### src/rtl/if_prefetch_unit.sv
// if_prefetch_unit
// Instruction-fetch front end. It sequences the fetch PC, drives a combinational
// instruction ROM, and buffers {pc, inst} pairs in a small prefetch FIFO so that
// fetching continues while decode stalls. A redirect (flush) empties the buffer
// and restarts fetching at the new target on the following cycle.
module if_prefetch_unit #(
  parameter int unsigned DEPTH    = 4,
  parameter logic [31:0] RESET_PC = 32'h0000_0000
) (
  input  logic                     clk,
  input  logic                     rst,
  output logic                     rom_ce_o,
  output logic [31:0]              rom_addr_o,
  input  logic [31:0]              rom_inst_i,
  input  logic                     flush_i,
  input  logic [31:0]              flush_pc_i,
  input  logic                     id_ready_i,
  output logic                     id_valid_o,
  output logic [31:0]              id_pc_o,
  output logic [31:0]              id_inst_o,
  output logic [$clog2(DEPTH):0]   fifo_count_o
);

  localparam int unsigned PTR_W = $clog2(DEPTH);
  localparam int unsigned CNT_W = PTR_W + 1;

  localparam logic [CNT_W-1:0] DEPTH_C    = CNT_W'(DEPTH);
  localparam logic [CNT_W-1:0] DEPTH_M1_C = CNT_W'(DEPTH - 1);
  localparam logic [CNT_W-1:0] CNT_ONE_C  = CNT_W'(1);
  localparam logic [CNT_W-1:0] CNT_ZERO_C = CNT_W'(0);
  localparam logic [PTR_W-1:0] PTR_ONE_C  = PTR_W'(1);
  localparam logic [PTR_W-1:0] PTR_ZERO_C = PTR_W'(0);

  // Fetch addresses are always word aligned, including the reset vector.
  localparam logic [31:0] ALIGN_MASK_C = 32'hFFFF_FFFC;
  localparam logic [31:0] RESET_PC_C   = RESET_PC & ALIGN_MASK_C;

  typedef enum logic [1:0] {
    S_WAIT  = 2'd0,
    S_FETCH = 2'd1,
    S_FULL  = 2'd2
  } state_t;

  state_t            state_r;
  state_t            state_nxt_s;

  logic [31:0]       fetch_pc_r;
  logic [31:0]       flush_target_s;

  logic [31:0]       pc_mem_r   [DEPTH];
  logic [31:0]       inst_mem_r [DEPTH];
  logic [PTR_W-1:0]  rd_ptr_r;
  logic [PTR_W-1:0]  wr_ptr_r;
  logic [CNT_W-1:0]  count_r;

  logic              can_push_s;
  logic              pop_req_s;
  logic              push_s;
  logic              pop_s;

  // Head entry is presented whenever the buffer holds anything.
  assign id_valid_o     = (count_r != CNT_ZERO_C);
  assign fifo_count_o   = count_r;
  assign rom_addr_o     = fetch_pc_r;
  assign flush_target_s = flush_pc_i & ALIGN_MASK_C;

  // Handshake terms: a pop frees a slot, so a full buffer may still accept a push.
  always_comb begin
    pop_req_s  = id_valid_o & id_ready_i;
    can_push_s = (count_r < DEPTH_C) | pop_req_s;
    // A redirect discards any same-cycle push or pop.
    push_s     = rom_ce_o & ~flush_i;
    pop_s      = pop_req_s & ~flush_i;
  end

  // Next-state and ROM enable decode.
  always_comb begin
    state_nxt_s = state_r;
    rom_ce_o    = 1'b0;
    case (state_r)
      S_WAIT: begin
        rom_ce_o    = 1'b0;
        state_nxt_s = S_FETCH;
      end
      S_FETCH: begin
        rom_ce_o = can_push_s;
        // Buffer becomes full only by a push that is not matched by a pop.
        if (can_push_s && !pop_req_s && (count_r == DEPTH_M1_C)) begin
          state_nxt_s = S_FULL;
        end else begin
          state_nxt_s = S_FETCH;
        end
      end
      S_FULL: begin
        rom_ce_o = 1'b0;
        // Fetching resumes the cycle after a slot is freed.
        if (pop_req_s) begin
          state_nxt_s = S_FETCH;
        end else begin
          state_nxt_s = S_FULL;
        end
      end
      default: begin
        rom_ce_o    = 1'b0;
        state_nxt_s = S_WAIT;
      end
    endcase
  end

  // State register; a redirect always restarts fetching immediately.
  always_ff @(posedge clk) begin
    if (rst) begin
      state_r <= S_WAIT;
    end else if (flush_i) begin
      state_r <= S_FETCH;
    end else begin
      state_r <= state_nxt_s;
    end
  end

  // Fetch PC: reset vector, redirect target, or sequential advance on a push.
  always_ff @(posedge clk) begin
    if (rst) begin
      fetch_pc_r <= RESET_PC_C;
    end else if (flush_i) begin
      fetch_pc_r <= flush_target_s;
    end else if (push_s) begin
      fetch_pc_r <= fetch_pc_r + 32'd4;
    end else begin
      fetch_pc_r <= fetch_pc_r;
    end
  end

  // FIFO pointers and occupancy; pointers wrap naturally at DEPTH (power of two).
  always_ff @(posedge clk) begin
    if (rst) begin
      rd_ptr_r <= PTR_ZERO_C;
      wr_ptr_r <= PTR_ZERO_C;
      count_r  <= CNT_ZERO_C;
    end else if (flush_i) begin
      rd_ptr_r <= PTR_ZERO_C;
      wr_ptr_r <= PTR_ZERO_C;
      count_r  <= CNT_ZERO_C;
    end else begin
      if (push_s) begin
        wr_ptr_r <= wr_ptr_r + PTR_ONE_C;
      end else begin
        wr_ptr_r <= wr_ptr_r;
      end
      if (pop_s) begin
        rd_ptr_r <= rd_ptr_r + PTR_ONE_C;
      end else begin
        rd_ptr_r <= rd_ptr_r;
      end
      case ({push_s, pop_s})
        2'b10:   count_r <= count_r + CNT_ONE_C;
        2'b01:   count_r <= count_r - CNT_ONE_C;
        default: count_r <= count_r;
      endcase
    end
  end

  // Entry storage; contents are only observable through a valid head, so no reset.
  always_ff @(posedge clk) begin
    if (push_s) begin
      pc_mem_r[wr_ptr_r]   <= fetch_pc_r;
      inst_mem_r[wr_ptr_r] <= rom_inst_i;
    end else begin
      pc_mem_r[wr_ptr_r]   <= pc_mem_r[wr_ptr_r];
      inst_mem_r[wr_ptr_r] <= inst_mem_r[wr_ptr_r];
    end
  end

  // Head entry to decode, forced to zero when the buffer is empty.
  always_comb begin
    if (id_valid_o) begin
      id_pc_o   = pc_mem_r[rd_ptr_r];
      id_inst_o = inst_mem_r[rd_ptr_r];
    end else begin
      id_pc_o   = 32'h0000_0000;
      id_inst_o = 32'h0000_0000;
    end
  end

endmodule

### config.mk
export PLATFORM = sky130hd
export DESIGN_NAME = if_prefetch_unit
export DESIGN_NICKNAME = d
export VERILOG_FILES = /design/src/rtl/if_prefetch_unit.sv
export SDC_FILE = /design/constraint.sdc
export NUM_CORES = 1
export LEC_CHECK = 0
export CAP_MARGIN = 40
export CELL_PAD_IN_SITES_DETAIL_PLACEMENT = 2
export CELL_PAD_IN_SITES_GLOBAL_PLACEMENT = 2
export CORE_MARGIN = 10
export CORE_UTILIZATION = 40
export DETAILED_ROUTE_END_ITERATION = 7
export PLACE_DENSITY_LB_ADDON = 0.15
export SYNTH_ARGS = -nofsm -noshare
export SYNTH_HDL_FRONTEND = slang
export SYNTH_SLANG_ARGS = --single-unit
### constraint.sdc
create_clock -name clk -period 3.6 [get_ports clk]
set_input_delay 0.36 -clock clk [delete_from_list [all_inputs] [get_ports clk]]
set_output_delay 0.36 -clock clk [all_outputs]
set_load 0.02 [all_outputs]
==> summary.txt, run 1 <==
Outcome
  • Outcome: complete, no violations

Route
  • Total via count after detailed routing: 7263
  • DRC violations left: 0
  • Number of iterations in the first detailed-routing pass: 4
  • Final ANT Viol Nets: 0
  • Wire length per cell: 26.5 um
  • Routed vias/inst: 5.54
  • Routed wire length: 34800 um
  • DRT iter0 DRCs: 319

Worst setup path
  • Worst Path Class, Setup: reg2out
  • Data arrival at the endpoint of the critical path: 2.98 ns
  • Capturing element type of the critical path: output pin
  • Largest stage delay on the critical path: 0.76 ns
  • Critical path fanouts, max: 28
  • Highest-delay cell along the critical path: sky130_fd_sc_hd__dfxtp_4
  • Worst setup SP type: flip-flop
  • Cell-by-cell listing of the critical path: buf_4 > mux4_2 > and2_1 > clkdlybuf4s50_1
  • Worst path required time: 3.24 ns

Synth
  • Summed instance area of the synthesized netlist: 11900 sq um
  • Number of enable flip-flop cells after synthesis: 248
  • Mean post-synth cell area: 16.6 sq um
  • Number of synthesized register bits: 289
  • Mapped Cells: 721
  • Count of unique library cells instantiated by Yosys: 54
  • Sequential fraction of the synthesis area: 69.3%
  • Top flip-flop cell by instance count after synthesis: sky130_fd_sc_hd__edfxtp_1
  • Number of warnings issued by yosys: 0
  • Fraction of registers with async set/reset: 0%

Min path
  • Worst min-delay path class: in2reg

CTS
  • Number of H-tree levels: 1
  • Clk sinks: 289
  • Inserted Clock Buffers: 31
  • Total setup buffers inserted after CTS: 0
  • Clock transition at the registers of the reported paths: 0.06 ns
  • Clock tree from TritonCTS: yes
  • Clock latency reported for the late side of the worst-skew pair: 0.56 ns
  • CTS Root Cell: sky130_fd_sc_hd__clkbuf_16
  • Buffers from clock root to sink, at most: 3

GRT
  • Initial antenna violation count: 1
  • Wire length of the first global-routing pass: 53200 um
  • Overall routing resource usage: 18.7%
  • Maximum number of pins on one net before global-route repair: 63
  • Overflow after GRT: 0
  • Vias in the first global route: 8486

Timing
  • Final critical delay including setup and external delays: 3.34 ns
  • Final Cycle Share: 92.9%
  • Final number of hold-violating endpoints: 0
  • Clock Skews: 0.00762 ns
  • Max-slew headroom at the worst pin: 37.1%
  • Finish-stage setup viols: 0
  • Highest Clock Rate: 299 MHz
  • Worst hold margin: 0.410 ns
  • RSZ-0062 raised after global routing: false
  • Slew Viols, Final: 0
  • Worst Tran Pin Value: 0.943 ns
  • Setup_tns: 0 ns

Floorplan
  • Die span in x: 193 um
  • Top-Level Pins: 169
  • Die Area: 37200 sq um
  • Number of placement rows: 63
  • Starting utilization of the core area: 40.4%
  • Floorplan Core Area: 29600 sq um
  • Die Height: 193 um

Place
  • Half-perimeter wire length after detailed placement: 22700 um
  • Number of port buffers: 162
  • RD Place Congestion: 0.764

Cells and area
  • Fraction of layout instances using a drive strength above 1: 16.4%
  • Ant diodes: 0
  • Nets: 971
  • Multi-input gate area in the final layout: 3430 sq um
  • Final core utilization: 52.0%
  • Sequential standard cell area: 8280 sq um
  • Fill cell count: 2632
  • Layout Area Growth over Synthesis: 28.7%

Flow run
  • # Max-Cap Violations: 0

Power
  • Leakage component of the power: 4.89 nW
  • Power density normalized to cell area: 519 nW/um^2
  • Peak VDD IR: 355 uV
## cell type report
cell class	instances	area share [%]
multi-input combinational	372	22.3
clock buffer	34	5.25
tap	390	3.18
clock inverter	24	2.47
inverter	15	0.367
sequential	289	53.9
timing repair buffer	187	12.5
## kinds of logic after synthesis
kind of cell	share of synthesized area [%]
flops	69.3
simple gates	10.6
compound gates	4.49
buf+inv	2.29
mux	11.7
xor+xnor	0.807
fa+ha+maj	0.797
other cells	0.0314
## synth_stat cells, types with 2 or more instances
| master | number | share of area (%) |
|---|---|---|
| sky130_fd_sc_hd__nor2_1 | 32 | 1.0 |
| sky130_fd_sc_hd__nor3_1 | 7 | 0.29 |
| sky130_fd_sc_hd__nand4_1 | 11 | 0.58 |
| sky130_fd_sc_hd__buf_4 | 4 | 0.25 |
| sky130_fd_sc_hd__ha_1 | 6 | 0.63 |
| sky130_fd_sc_hd__nand3_1 | 17 | 0.71 |
| sky130_fd_sc_hd__o41ai_1 | 2 | 0.15 |
| sky130_fd_sc_hd__a211oi_1 | 7 | 0.44 |
| sky130_fd_sc_hd__edfxtp_1 | 248 | 62 |
| sky130_fd_sc_hd__nand4b_1 | 2 | 0.15 |
| sky130_fd_sc_hd__a21oi_1 | 7 | 0.29 |
| sky130_fd_sc_hd__nand2_1 | 15 | 0.47 |
| sky130_fd_sc_hd__a31oi_1 | 7 | 0.37 |
| sky130_fd_sc_hd__nor3b_1 | 4 | 0.25 |
| sky130_fd_sc_hd__nor4_1 | 7 | 0.37 |
| sky130_fd_sc_hd__and3_1 | 8 | 0.42 |
| sky130_fd_sc_hd__xnor2_1 | 7 | 0.51 |
| sky130_fd_sc_hd__xor2_1 | 4 | 0.29 |
| sky130_fd_sc_hd__and4_1 | 6 | 0.44 |
| sky130_fd_sc_hd__o21ai_0 | 6 | 0.25 |
| sky130_fd_sc_hd__or4_1 | 8 | 0.50 |
| sky130_fd_sc_hd__inv_1 | 13 | 0.41 |
| sky130_fd_sc_hd__o311ai_0 | 6 | 0.44 |
| sky130_fd_sc_hd__nor2b_1 | 2 | 0.10 |
| sky130_fd_sc_hd__o31a_1 | 2 | 0.15 |
| sky130_fd_sc_hd__o221ai_1 | 5 | 0.37 |
| sky130_fd_sc_hd__and2_1 | 72 | 3.8 |
| sky130_fd_sc_hd__dfxtp_1 | 41 | 6.9 |
| sky130_fd_sc_hd__o31ai_1 | 8 | 0.50 |
| sky130_fd_sc_hd__a311oi_1 | 14 | 1.0 |
| sky130_fd_sc_hd__mux4_2 | 62 | 12 |
| sky130_fd_sc_hd__or3_1 | 10 | 0.52 |
| sky130_fd_sc_hd__or4b_1 | 2 | 0.17 |
| sky130_fd_sc_hd__nand2b_1 | 8 | 0.42 |
| sky130_fd_sc_hd__buf_2 | 11 | 0.46 |
| sky130_fd_sc_hd__clkbuf_1 | 32 | 1.0 |
## layer usage
metal	up-vias	GRT usage, %	routed length, um
met1	3827	23.2	14200
met2	172	33.8	18200
met4	0	4.00	585
met3	40	2.86	1720
li1	3224	-	-
met5	-	0	0
## worst paths after layout
check | from | end | slack [ns] | depth (start not counted)
min | flush_pc_i[2] | rom_addr_o[2]$_SDFFE_PP0P_ | 0.41 | 3
max reg2reg | fifo_count_o[0]$_SDFFE_PP0P_ | fifo_count_o[2]$_SDFFE_PP0P_ | 1.00 | 8
max | flip-flop | id_inst_o[30] | 0.26 | 4
min reg2reg | wr_ptr_r[1]$_SDFFE_PP0P_ | wr_ptr_r[1]$_SDFFE_PP0P_ | 0.53 | 2
## stage by stage
| step | area [sq um] | power, mW | setup slack (ns) | std cells |
|---|---|---|---|---|
| 6_report | 15400 | 7.97 | 0.256 | 1311 |
| 3_3_place_gp | 14200 | 4.34 | 0.642 | 1253 |
| 3_5_place_dp | 14200 | 4.37 | 0.548 | 1253 |
| 2_1_floorplan | 11900 | 4.07 | 0.619 | 724 |
| 5_1_grt | 15400 | 8.22 | 0.0730 | 1311 |
| 4_1_cts | 15400 | 8.06 | 0.0873 | 1311 |
## cell usage in the layout (no fill, tap or decap), drive strengths merged, types with 8 or more instances in the layout
| cell type | netlist | final |
|---|---|---|
| or4 | 8 | 8 |
| o31ai | 8 | 8 |
| clkbuf | 32 | 34 |
| bufinv | 0 | 10 |
| clkinv | 1 | 14 |
| and3 | 8 | 8 |
| or3 | 11 | 11 |
| nand2 | 15 | 15 |
| mux4 | 62 | 62 |
| nor2 | 32 | 32 |
| clkdlybuf4s50 | 0 | 162 |
| nand4 | 12 | 12 |
| nand3 | 17 | 17 |
| edfxtp | 248 | 248 |
| buf | 16 | 25 |
| a311oi | 14 | 14 |
| and2 | 72 | 72 |
| dfxtp | 41 | 41 |
| inv | 14 | 15 |
| nand2b | 8 | 8 |
## critical path, delay by kind of cell (launching register included)
kind | cells | cell delay, ns
buffers and inverters | 2 | 0.91
flip-flops | 1 | 0.76
AND/OR/NAND/NOR | 1 | 0.17
multiplexers | 1 | 0.55
## report_power, final
part | internal, mW | switching, mW | leakage (nW)
combinational | 0.238 | 0.260 | 1.69
clock | 2.33 | 1.34 | 0.583
sequential | 3.72 | 0.0827 | 2.61
total | 6.28 | 1.69 | 4.89
## sequential cells by signal (all words and copies together) (netlist names), named ones only
register and flops:
fifo_count_o 3, inst_mem_r 128, pc_mem_r 120, rd_ptr_r 2, rom_addr_o 30, state_r 2
wr_ptr_r 2
## timing repair
item | CTS | global route
endpoints found under the setup margin | 0 | 1
gates resized for setup | 0 | 1
hold buffers | 0 | 0
hold endpoints to repair | 0 | 0
(Power assumes the default switching activity.)
==> inputs of run 2 (changes only) <==
--- a/config.mk
+++ b/config.mk
@@ -11,6 +11,7 @@
 export CORE_MARGIN = 10
 export CORE_UTILIZATION = 40
 export DETAILED_ROUTE_END_ITERATION = 7
+export DONT_BUFFER_PORTS = 1
 export PLACE_DENSITY_LB_ADDON = 0.15
 export SYNTH_ARGS = -nofsm -noshare
 export SYNTH_HDL_FRONTEND = slang
==> summary.txt, run 2 (synthesis results as in run 1) <==
Worst setup path
  • RR Startpoint: fifo_count_o[2]$_SDFFE_PP0P_
  • Capturing element type of the critical path: output pin
  • Data arrival at the endpoint of the critical path: 2.61 ns
  • Worst path required time: 3.24 ns
  • Cell-by-cell listing of the critical path: buf_4 > mux4_2 > and2_1
  • Worst Path Class, Setup: reg2out
  • Dominant delay contributor by cell family on the critical path: flip-flops
  • Critical path fanouts, max: 28
  • Highest-delay cell along the critical path: sky130_fd_sc_hd__dfxtp_4
  • Largest stage delay on the critical path: 0.81 ns
  • WP buf/inv: 1
  • Worst setup SP type: flip-flop

Route
  • DRC violations left: 0
  • Final ANT Viol Nets: 0
  • Wire length per cell: 27.6 um
  • Total via count after detailed routing: 6773
  • Number of iterations in the first detailed-routing pass: 4
  • Routed vias/inst: 5.72
  • Routed wire length: 32800 um
  • DRT iter0 DRCs: 323

Outcome
  • Outcome: complete, no violations

Floorplan
  • Die span in x: 193 um
  • Top-Level Pins: 169
  • Number of placement rows: 63
  • Die Area: 37200 sq um
  • Floorplan Core Area: 29600 sq um
  • Starting utilization of the core area: 40.4%
  • Die Height: 193 um

GRT
  • Overall routing resource usage: 17.6%
  • Vias in the first global route: 7661
  • Maximum number of pins on one net before global-route repair: 65
  • Overflow after GRT: 0
  • Wire length of the first global-routing pass: 50000 um
  • Initial antenna violation count: 1

Timing
  • Final number of hold-violating endpoints: 0
  • Final critical delay including setup and external delays: 2.97 ns
  • Worst Tran Pin Value: 0.936 ns
  • Worst path setup slack after routing: 0.633 ns
  • RSZ-0062 raised after global routing: false
  • Highest Clock Rate: 337 MHz
  • Final Cycle Share: 82.4%
  • Clock Skews: 0.0123 ns
  • Finish-stage setup viols: 0
  • Max-slew headroom at the worst pin: 37.6%
  • Slew Viols, Final: 0
  • Setup_tns: 0 ns

Place
  • Half-perimeter wire length after detailed placement: 21000 um
  • Post-Place Worst Slack: 0.796 ns
  • Number of port buffers: 0
  • RD Place Congestion: 0.751

CTS
  • Clk sinks: 289
  • Gates resized, CTS repair: 0
  • Inserted Clock Buffers: 31
  • Number of buffers inserted by hold repair at cts: 48
  • Number of H-tree levels: 1
  • Clock tree from TritonCTS: yes
  • CTS Root Cell: sky130_fd_sc_hd__clkbuf_16
  • Clock transition at the registers of the reported paths: 0.06 ns
  • Clock latency reported for the late side of the worst-skew pair: 0.57 ns
  • Total setup buffers inserted after CTS: 0
  • Buffers from clock root to sink, at most: 3

Cells and area
  • Layout Area Growth over Synthesis: 16.5%
  • Fraction of layout instances using a drive strength above 1: 16.1%
  • Nets: 845
  • Flip-flop count of the largest register, all copies and words added: 128
  • Most common cell after layout, fill and taps aside: sky130_fd_sc_hd__edfxtp_1
  • Ant diodes: 0
  • Register name with the most flops: inst_mem_r
  • Commonest non-fill, non-tap cells in the layout: 248 x sky130_fd_sc_hd__edfxtp_1, 72 x sky130_fd_sc_hd__and2_1, 62 x sky130_fd_sc_hd__mux4_2, 47 x sky130_fd_sc_hd__dlygate4sd3_1, 39 x sky130_fd_sc_hd__dfxtp_1
  • Fill cell count: 2700

Power
  • Leakage component of the power: 4.32 nW
  • Power density normalized to cell area: 518 nW/um^2
  • Peak VDD IR: 346 uV

Flow run
  • # Max-Cap Violations: 0

Min path
  • Worst hold path startpoint: flush_pc_i[9]
  • Worst min-delay path class: in2reg
run 2: changes by cell type in the layout (fill, tap and decap cells not counted), sizes merged:
cell,before,now
dlygate4sd3,0,47
clkbuf,34,50
bufinv,10,1
clkinv,14,7
buf,25,14
clkdlybuf4s50,162,0
run 2: per-stage QoR:
stage	total power [mW]	util, %	area, sq um	hold WS (ns)	std cells
2_1_floorplan	4.07	-	11900	0.459	724
3_3_place_gp	4.15	41.7	12300	0.437	1075
3_5_place_dp	4.17	42.1	12500	0.438	1079
4_1_cts	7.30	47.0	13900	0.00392	1185
5_1_grt	7.47	47.0	13900	0.0418	1185
6_report	7.20	47.0	13900	0.0244	1185
run 2: final timing paths:
path	to	slack [ns]	cells after the start
min	rom_addr_o[9]$_SDFFE_PP0P_	0.02	2
max	id_pc_o[11]	0.63	3
min reg2reg	wr_ptr_r[1]$_SDFFE_PP0P_	0.53	2
max reg2reg	fifo_count_o[2]$_SDFFE_PP0P_	0.80	11
run 2: routing by layer:
metal  up-vias  global-route usage (%)  share of wire, %
met5         -                       0             0.040
met4         2                    4.89               2.5
met3        42                    4.21               6.3
met2       181                    29.6                50
met1      3578                    22.4                41
li1       2970                       -                 -
run 2: cell type report:
type	instances	area (sq um)	area share (%)
sequential	289	8280	59.5
multi-input combinational	372	3430	24.7
clock buffer	50	877	6.31
timing repair buffer	61	693	4.99
tap	390	488	3.51
clock inverter	8	85.1	0.612
inverter	15	56.3	0.405
run 2: where the power goes:
group / leakage, nW / switching, mW / total (mW) / internal [mW]
combinational: 1.24 / 0.193 / 0.327 / 0.134
clock: 0.466 / 1.30 / 3.04 / 1.74
sequential: 2.61 / 0.121 / 3.84 / 3.72
total: 4.32 / 1.61 / 7.20 / 5.59
